==> src/rtl/blowfish_block_encrypt.sv <==
// Iterative 16-round Blowfish block encryptor. P-array and S-box tables are
// external synchronous memories: an address issued in one cycle returns data in the next.
module blowfish_block_encrypt (
    input  logic         clk,
    input  logic         rst_n,
    input  logic         in_valid,
    output logic         in_ready,
    input  logic [63:0]  in_block,
    output logic         out_valid,
    input  logic         out_ready,
    output logic [63:0]  out_block,
    output logic [4:0]   p_addr,
    input  logic [31:0]  p_rdata,
    output logic [31:0]  s_addr,
    input  logic [127:0] s_rdata
);

    typedef enum logic [2:0] {
        IDLE,
        SBOX,
        FEIST,
        FIN_A,
        FIN_B,
        DONE
    } state_t;

    state_t      state_q, state_d;
    logic [3:0]  rnd_q, rnd_d;
    logic [31:0] l_q, l_d;
    logic [31:0] r_q, r_d;
    logic [63:0] out_block_q, out_block_d;
    logic [4:0]  p_addr_q, p_addr_d;
    logic [31:0] s_addr_q, s_addr_d;
    logic [31:0] l_xor_p;
    logic [31:0] f_val;

    assign l_xor_p = l_q ^ p_rdata;
    // s_rdata = {S0[a], S1[b], S2[c], S3[d]} for the bytes of the SBOX-cycle address
    assign f_val   = ((s_rdata[127:96] + s_rdata[95:64]) ^ s_rdata[63:32]) + s_rdata[31:0];

    always_comb begin
        state_d     = state_q;
        rnd_d       = rnd_q;
        l_d         = l_q;
        r_d         = r_q;
        out_block_d = out_block_q;
        p_addr_d    = p_addr_q;
        s_addr_d    = s_addr_q;
        in_ready    = 1'b0;
        out_valid   = 1'b0;

        case (state_q)
            IDLE: begin
                in_ready = rst_n;
                p_addr_d = 5'd0;
                if (in_valid && in_ready) begin
                    l_d     = in_block[63:32];
                    r_d     = in_block[31:0];
                    rnd_d   = 4'd0;
                    state_d = SBOX;
                end
            end
            SBOX: begin
                l_d      = l_xor_p;
                s_addr_d = l_xor_p;
                state_d  = FEIST;
            end
            FEIST: begin
                l_d = r_q ^ f_val;
                r_d = l_q;
                if (rnd_q != 4'd15) begin
                    p_addr_d = 5'(rnd_q) + 5'd1;
                    rnd_d    = rnd_q + 4'd1;
                    state_d  = SBOX;
                end else begin
                    p_addr_d = 5'd16;
                    state_d  = FIN_A;
                end
            end
            FIN_A: begin
                // the final un-swap is folded in: l_q now holds the logical R half
                l_d      = l_xor_p;
                p_addr_d = 5'd17;
                state_d  = FIN_B;
            end
            FIN_B: begin
                r_d         = r_q ^ p_rdata;
                out_block_d = {r_q ^ p_rdata, l_q};
                state_d     = DONE;
            end
            DONE: begin
                out_valid = 1'b1;
                if (out_ready) begin
                    state_d = IDLE;
                end
            end
            default: begin
                state_d = IDLE;
            end
        endcase
    end

    // memory addresses are presented in the cycle they are chosen and held otherwise
    assign p_addr    = p_addr_d;
    assign s_addr    = s_addr_d;
    assign out_block = out_block_q;

    always_ff @(posedge clk or negedge rst_n) begin
        if (!rst_n) begin
            state_q     <= IDLE;
            rnd_q       <= 4'd0;
            l_q         <= 32'd0;
            r_q         <= 32'd0;
            out_block_q <= 64'd0;
            p_addr_q    <= 5'd0;
            s_addr_q    <= 32'd0;
        end else begin
            state_q     <= state_d;
            rnd_q       <= rnd_d;
            l_q         <= l_d;
            r_q         <= r_d;
            out_block_q <= out_block_d;
            p_addr_q    <= p_addr_d;
            s_addr_q    <= s_addr_d;
        end
    end

endmodule
==> config.mk <==
export PLATFORM = sky130hd
export DESIGN_NAME = blowfish_block_encrypt
export DESIGN_NICKNAME = d
export VERILOG_FILES = /design/src/rtl/blowfish_block_encrypt.sv
export SDC_FILE = /design/constraint.sdc
export NUM_CORES = 1
export LEC_CHECK = 0
export ABC_AREA = 1
export ABC_CLOCK_PERIOD_IN_PS = 1910
export CAP_MARGIN = 20
export CORE_MARGIN = 1.5
export CORE_UTILIZATION = 45
export DETAILED_ROUTE_END_ITERATION = 10
export PLACE_DENSITY = 0.83
export REMOVE_ABC_BUFFERS = 1
export SLEW_MARGIN = 30
export SYNTH_ARGS = -nofsm -noshare
export SYNTH_HDL_FRONTEND = slang
export SYNTH_SLANG_ARGS = --single-unit
==> constraint.sdc <==
create_clock -name clk -period 1.91 [get_ports clk]
set_clock_uncertainty 0.05 [all_clocks]
set_input_delay 0.382 -clock clk [delete_from_list [all_inputs] [get_ports clk]]
set_output_delay 0.382 -clock clk [all_outputs]
set_load 0.01 [all_outputs]
==> impl_results.md, run 1 <==
* Average cell area after synthesis at ~7.3 um^2
* Mapped Cells at 1741
* Total gr overflow at 51
* Status: stopped before the end
* CTS max path bufs at 2
* Clock Sinks at between 150 and 200
* Register area share after synthesis at 0.340
* Starting Density at 0.456
* All-Layer GR Usage at 0.794
* Stop stage: 5_1_grt
* Largest net degree at the start of global routing at around 170
* Worst_ep grt: l_q[28]$_DFFE_PN0P_/D
* DP Wirelength at roughly 37 mm
* FP Rows at 61
* Synth cell types at 49
* Cts bufs inserted at 17
* Synth warn at 0
* Die Height at ~170 um
* Ys async rst share at 1.00
* H-tree depth at 4
* Run Error: [ERROR GRT-0232] Routing congestion too high. Check the congestion heatmap in the GUI.
* Die span in x at about 170 um
* Predominant post-synthesis flop cell: dfrtp_1
* IO Count at between 300 and 400
* EDFF count, synth at 0
* Flops & latches, synth at between 150 and 200
* Synthesized area at approximately 0.013 mm^2
* Buffers on Ports at 330
* WEP type: sequential cell input
* Post-place setup slack at -2.23 ns
* GPL Wtd Cong at 0.949
* CTS Root Buffer Type: clkbuf_16
per-stage QoR:
| step | util | cells | hold slack (ns) | area [um^2] |
|---|---|---|---|---|
| after floorplan | - | 1689 | 0.0364 | 12400 |
| after CTS | 0.812 | 2851 | 0.244 | 22500 |
| after global placement | 0.678 | 2720 | 0.404 | 18800 |
| after detailed placement | 0.678 | 2720 | 0.412 | 18800 |
timing repair:
item	CTS
hold endpoints to repair	0
setup endpoints to repair	103
buffers inserted	95
pin swaps	191
resized for setup	851
gates cloned	12
hold buffers	0
per-layer routing:
layer,GRT usage,overflow
met1,0.782,6
met2,0.904,17
met3,0.729,5
met4,0.760,23
met5,0.499,0
synth_stat cells, types with 37 or more instances:
master,count,area (um^2)
a21o_1,42,315
a21oi_1,121,606
dfrtp_1,172,4300
ha_1,69,863
inv_1,193,724
nand2_1,404,1520
nand3_1,103,515
nor2_1,128,480
o21ai_0,138,691
or2_2,42,263
xnor2_1,37,324
xor2_1,83,727
cells by family after synthesis:
| family | after synthesis | share of synthesized area |
|---|---|---|
| buf+inv | 253 | 0.0789 |
| compound gates | 404 | 0.183 |
| simple gates | 721 | 0.243 |
| flops | 172 | 0.340 |
| fa+ha+maj | 71 | 0.0714 |
| xor+xnor | 120 | 0.0831 |
==> inputs of run 2 (changes only) <==
- ABC_CLOCK_PERIOD_IN_PS: 1910 -> 2500
- CORE_UTILIZATION: 45 -> 40
- PLACE_DENSITY: 0.83 -> unset
- PLACE_DENSITY_LB_ADDON: unset -> 0.15
- clock period: 1.91 -> 2.5 ns (I/O delays scaled with it)
==> impl_results.md, run 2 <==
* Status: finished, violations left
* Failing checks: negative hold slack, negative setup slack
* Final Routed Wirelength at a little under 50 mm
* Worst reg2reg path depth at 10
* Register area share after synthesis at 0.340
* Max Slew Vio Count at 0
* CORE AREA at 0.0308 mm^2
* First DRT Iteration DRCs at roughly 800
* Vias per cell at around 5.2
* Die span in x at ~180 um
* Synth cell types at 49
* Buffers on Ports at 330
* Area leader, netlist: dfrtp_1
* DP Wirelength at 34.6 mm
* CTS Root Buffer Type: clkbuf_16
* Worst r2r dst: r_q[11]
* Max-Cap Viols at 0
* H-tree depth at 4
* CTS max path bufs at 2
* Cts hold-fix bufs at 0
* Worst hold slack at -0.00757 ns
* Share of cells above drive strength 1 at 0.351
* Drt wl/cell at 17.7 um
* Internal power at ~12 mW
* Worst-Skew Late Latency at 0.44 ns
* Most frequent cells in the layout: nand2_1 (300), buf_4 (270), clkdlybuf4s50_1 (246)
* Crit-path max FO at 4
* CTS tree: built
* Fin crit share at 1.27
* Vias in the first global route at around 14k
* Synthesized area at 0.0126 mm^2
* Post-synth top area share at 0.340
* Post-route ant nets at 0
* Sw frac at 0.438
* Clock Sinks at around 170
* Synth top area cells: dfrtp_1 (34%), nand2_1 (12%), ha_1 (6.8%), xor2_1 (5.7%), inv_1 (5.7%)
* Commonest cells post-synth: nand2_1 (404), inv_1 (193), dfrtp_1 (172)
* GPL Wtd Cong at ~0.94
* Cts bufs inserted at 17
* IO Count at 331
* Register-to-register setup slack at roughly 0.15 ns
* Total gr overflow at 0
* WP data required at between 2 and 3 ns
* Die Height at 181 um
* All-Layer GR Usage at 0.294
* Fmax at 316 MHz
* FILL cells at between 2k and 2.5k
* Post-route DRC at 0
* NetSw at between 9 and 10 mW
* Worst setup SP type: primary input
* Flops & latches, synth at between 150 and 200
* Power Density at slightly above 1000 mW/mm^2
* CP Launch Point: s_rdata[105]
* Fin. Hold Viols at 1
* Setup TNS at -14.43 ns
* Average cell area after synthesis at slightly above 7 um^2
* Relative slew slack at 0.591
* Via count at 14.4k
* Design area at about 0.021 mm^2
* Power share of the combinational group at 0.640
* Mapped Cells at ~1.7k
* FP Rows at 64
* Leakage at a little over 10 nW
* Worst setup EP type: flip-flop
* Area added between synthesis and finish at 69.9%
* Worst Hold Class: primary input to async pin
* Sequential Power Share at 0.226
* Clock share of power at 0.134
* Predominant post-synthesis flop cell: dfrtp_1
* Actual slew at the worst max-slew pin at around 0.6 ns
* WS Path Type: primary input to flip-flop
* Commonest non-fill, non-tap cell in the layout: nand2_1
* Ys async rst share at 1.00
* Largest net degree at the start of global routing at 173
* Die ar. at roughly 0.033 mm^2
* Dpl cell area at between 0.015 and 0.02 mm^2
* Drt pass-1 iters at 5
* Worst-path clk slew at about 0.08 ns
* Initial antenna violation count at 7
* Crit path to: l_q[25]
* EDFF count, synth at 0
* Max reg flops at 64
* Min cycle time layout at 3.17 ns
* NumNets Final at around 2.6k
* Count leader, synth: nand2_1
* Worst path arrival time at about 3.4 ns
* # setup viols final at 29
* RSZ-0062 raised after global routing: true
* Synth warn at 0
* Setup ws final at -0.668 ns
* Worst r2r src: state_q[1]
* Wire length of the first global-routing pass at 76.2 mm
* Peak supply drop at around 0.66 mV
* Starting Density at 0.410
-- run 2: layout make-up --
class / count / area [um^2] / area share
multi-input combinational: 1316 / 9510 / 0.443
sequential: 172 / 4310 / 0.200
tap: 396 / 495 / 0.0231
clock inverter: 14 / 204 / 0.00949
inverter: 201 / 764 / 0.0356
antenna: 6 / 15.0 / 0.000699
clock buffer: 18 / 439 / 0.0204
timing repair buffer: 641 / 5750 / 0.268
-- run 2: metal layers --
metal  global-route usage  share of wire  up-vias  wire length [um]
met3               0.0504          0.050       88              2470
met1                0.367           0.42     6876             20700
met4                0.116          0.033        2              1600
li1                     -              -     6959                 -
met2                0.505           0.49      441             24100
met5              0.00148        0.00027        -                13
-- run 2: cells by family after synthesis --
family,count (synthesis),share of synthesized area
AOI/OAI and AO/OA,404,0.183
and+or+nand+nor,721,0.243
DFF,172,0.340
adders and majority gates,71,0.0714
buffers and inverters,253,0.0789
xor gates and xnor gates,120,0.0831
-- run 2: through the flow --
stage	power [mW]	setup WS, ns	hold slack [ns]	util	cells
final	22.2	-0.668	-0.00757	0.697	2764
after global placement	16.9	-1.79	0.403	0.593	2675
after CTS	21.3	-0.639	0.264	0.669	2739
after floorplan	11.0	-1.01	0.154	-	1689
after global routing	23.8	-0.844	0.0370	0.697	2763
after detailed placement	17.1	-1.88	0.410	0.593	2675
-- run 2: worst min path at each step --
stage                       startpoint            end  slack, ns  cells past startpoint
after floorplan                  rst_n         l_q[0]       0.15                      0
after global routing             rst_n  out_block[32]       0.04                      2
after global placement    s_addr_q[12]   s_addr_q[12]       0.40                      2
after CTS                        rst_n   out_block[0]       0.26                      2
final                            rst_n  out_block[32]     -0.008                      2
after detailed placement  s_addr_q[12]   s_addr_q[12]       0.41                      2
-- run 2: power by group through the flow --
stage / Combinational [mW] / Sequential, mW / Clock [mW]
floorplan: 5.91 / 5.07 / 0
global placement: 11.9 / 5.01 / 0
detailed placement: 12.0 / 5.03 / 0
CTS: 13.3 / 5.00 / 3.00
global route: 15.5 / 5.18 / 3.11
finish: 14.2 / 5.03 / 2.97
-- run 2: repair_timing --
action	CTS	global route
buffers inserted	35	18
gates resized for setup	592	202
cloned	2	2
endpoints found under the setup margin	69	67
pin swaps	165	118
-- run 2: worst max-delay path: stages --
cell             delay [ns]
clkdlybuf4s15_1        0.21
ha_4                   0.27
buf_6                  0.13
a21oi_4                0.14
o21ai_2                0.08
a21oi_2                0.18
o21ai_4                0.09
buf_4                  0.15
xor2_1                 0.13
ha_1                   0.38
nand2_2                0.13
buf_4                  0.16
nor2_2                 0.12
inv_2                  0.06
buf_4                  0.13
nor3_2                 0.14
nand2_1                0.09
nand3_1                0.08
nand2_1                0.07
nand3_2                0.12
a21oi_2                0.07
(Power assumes the default switching activity.)
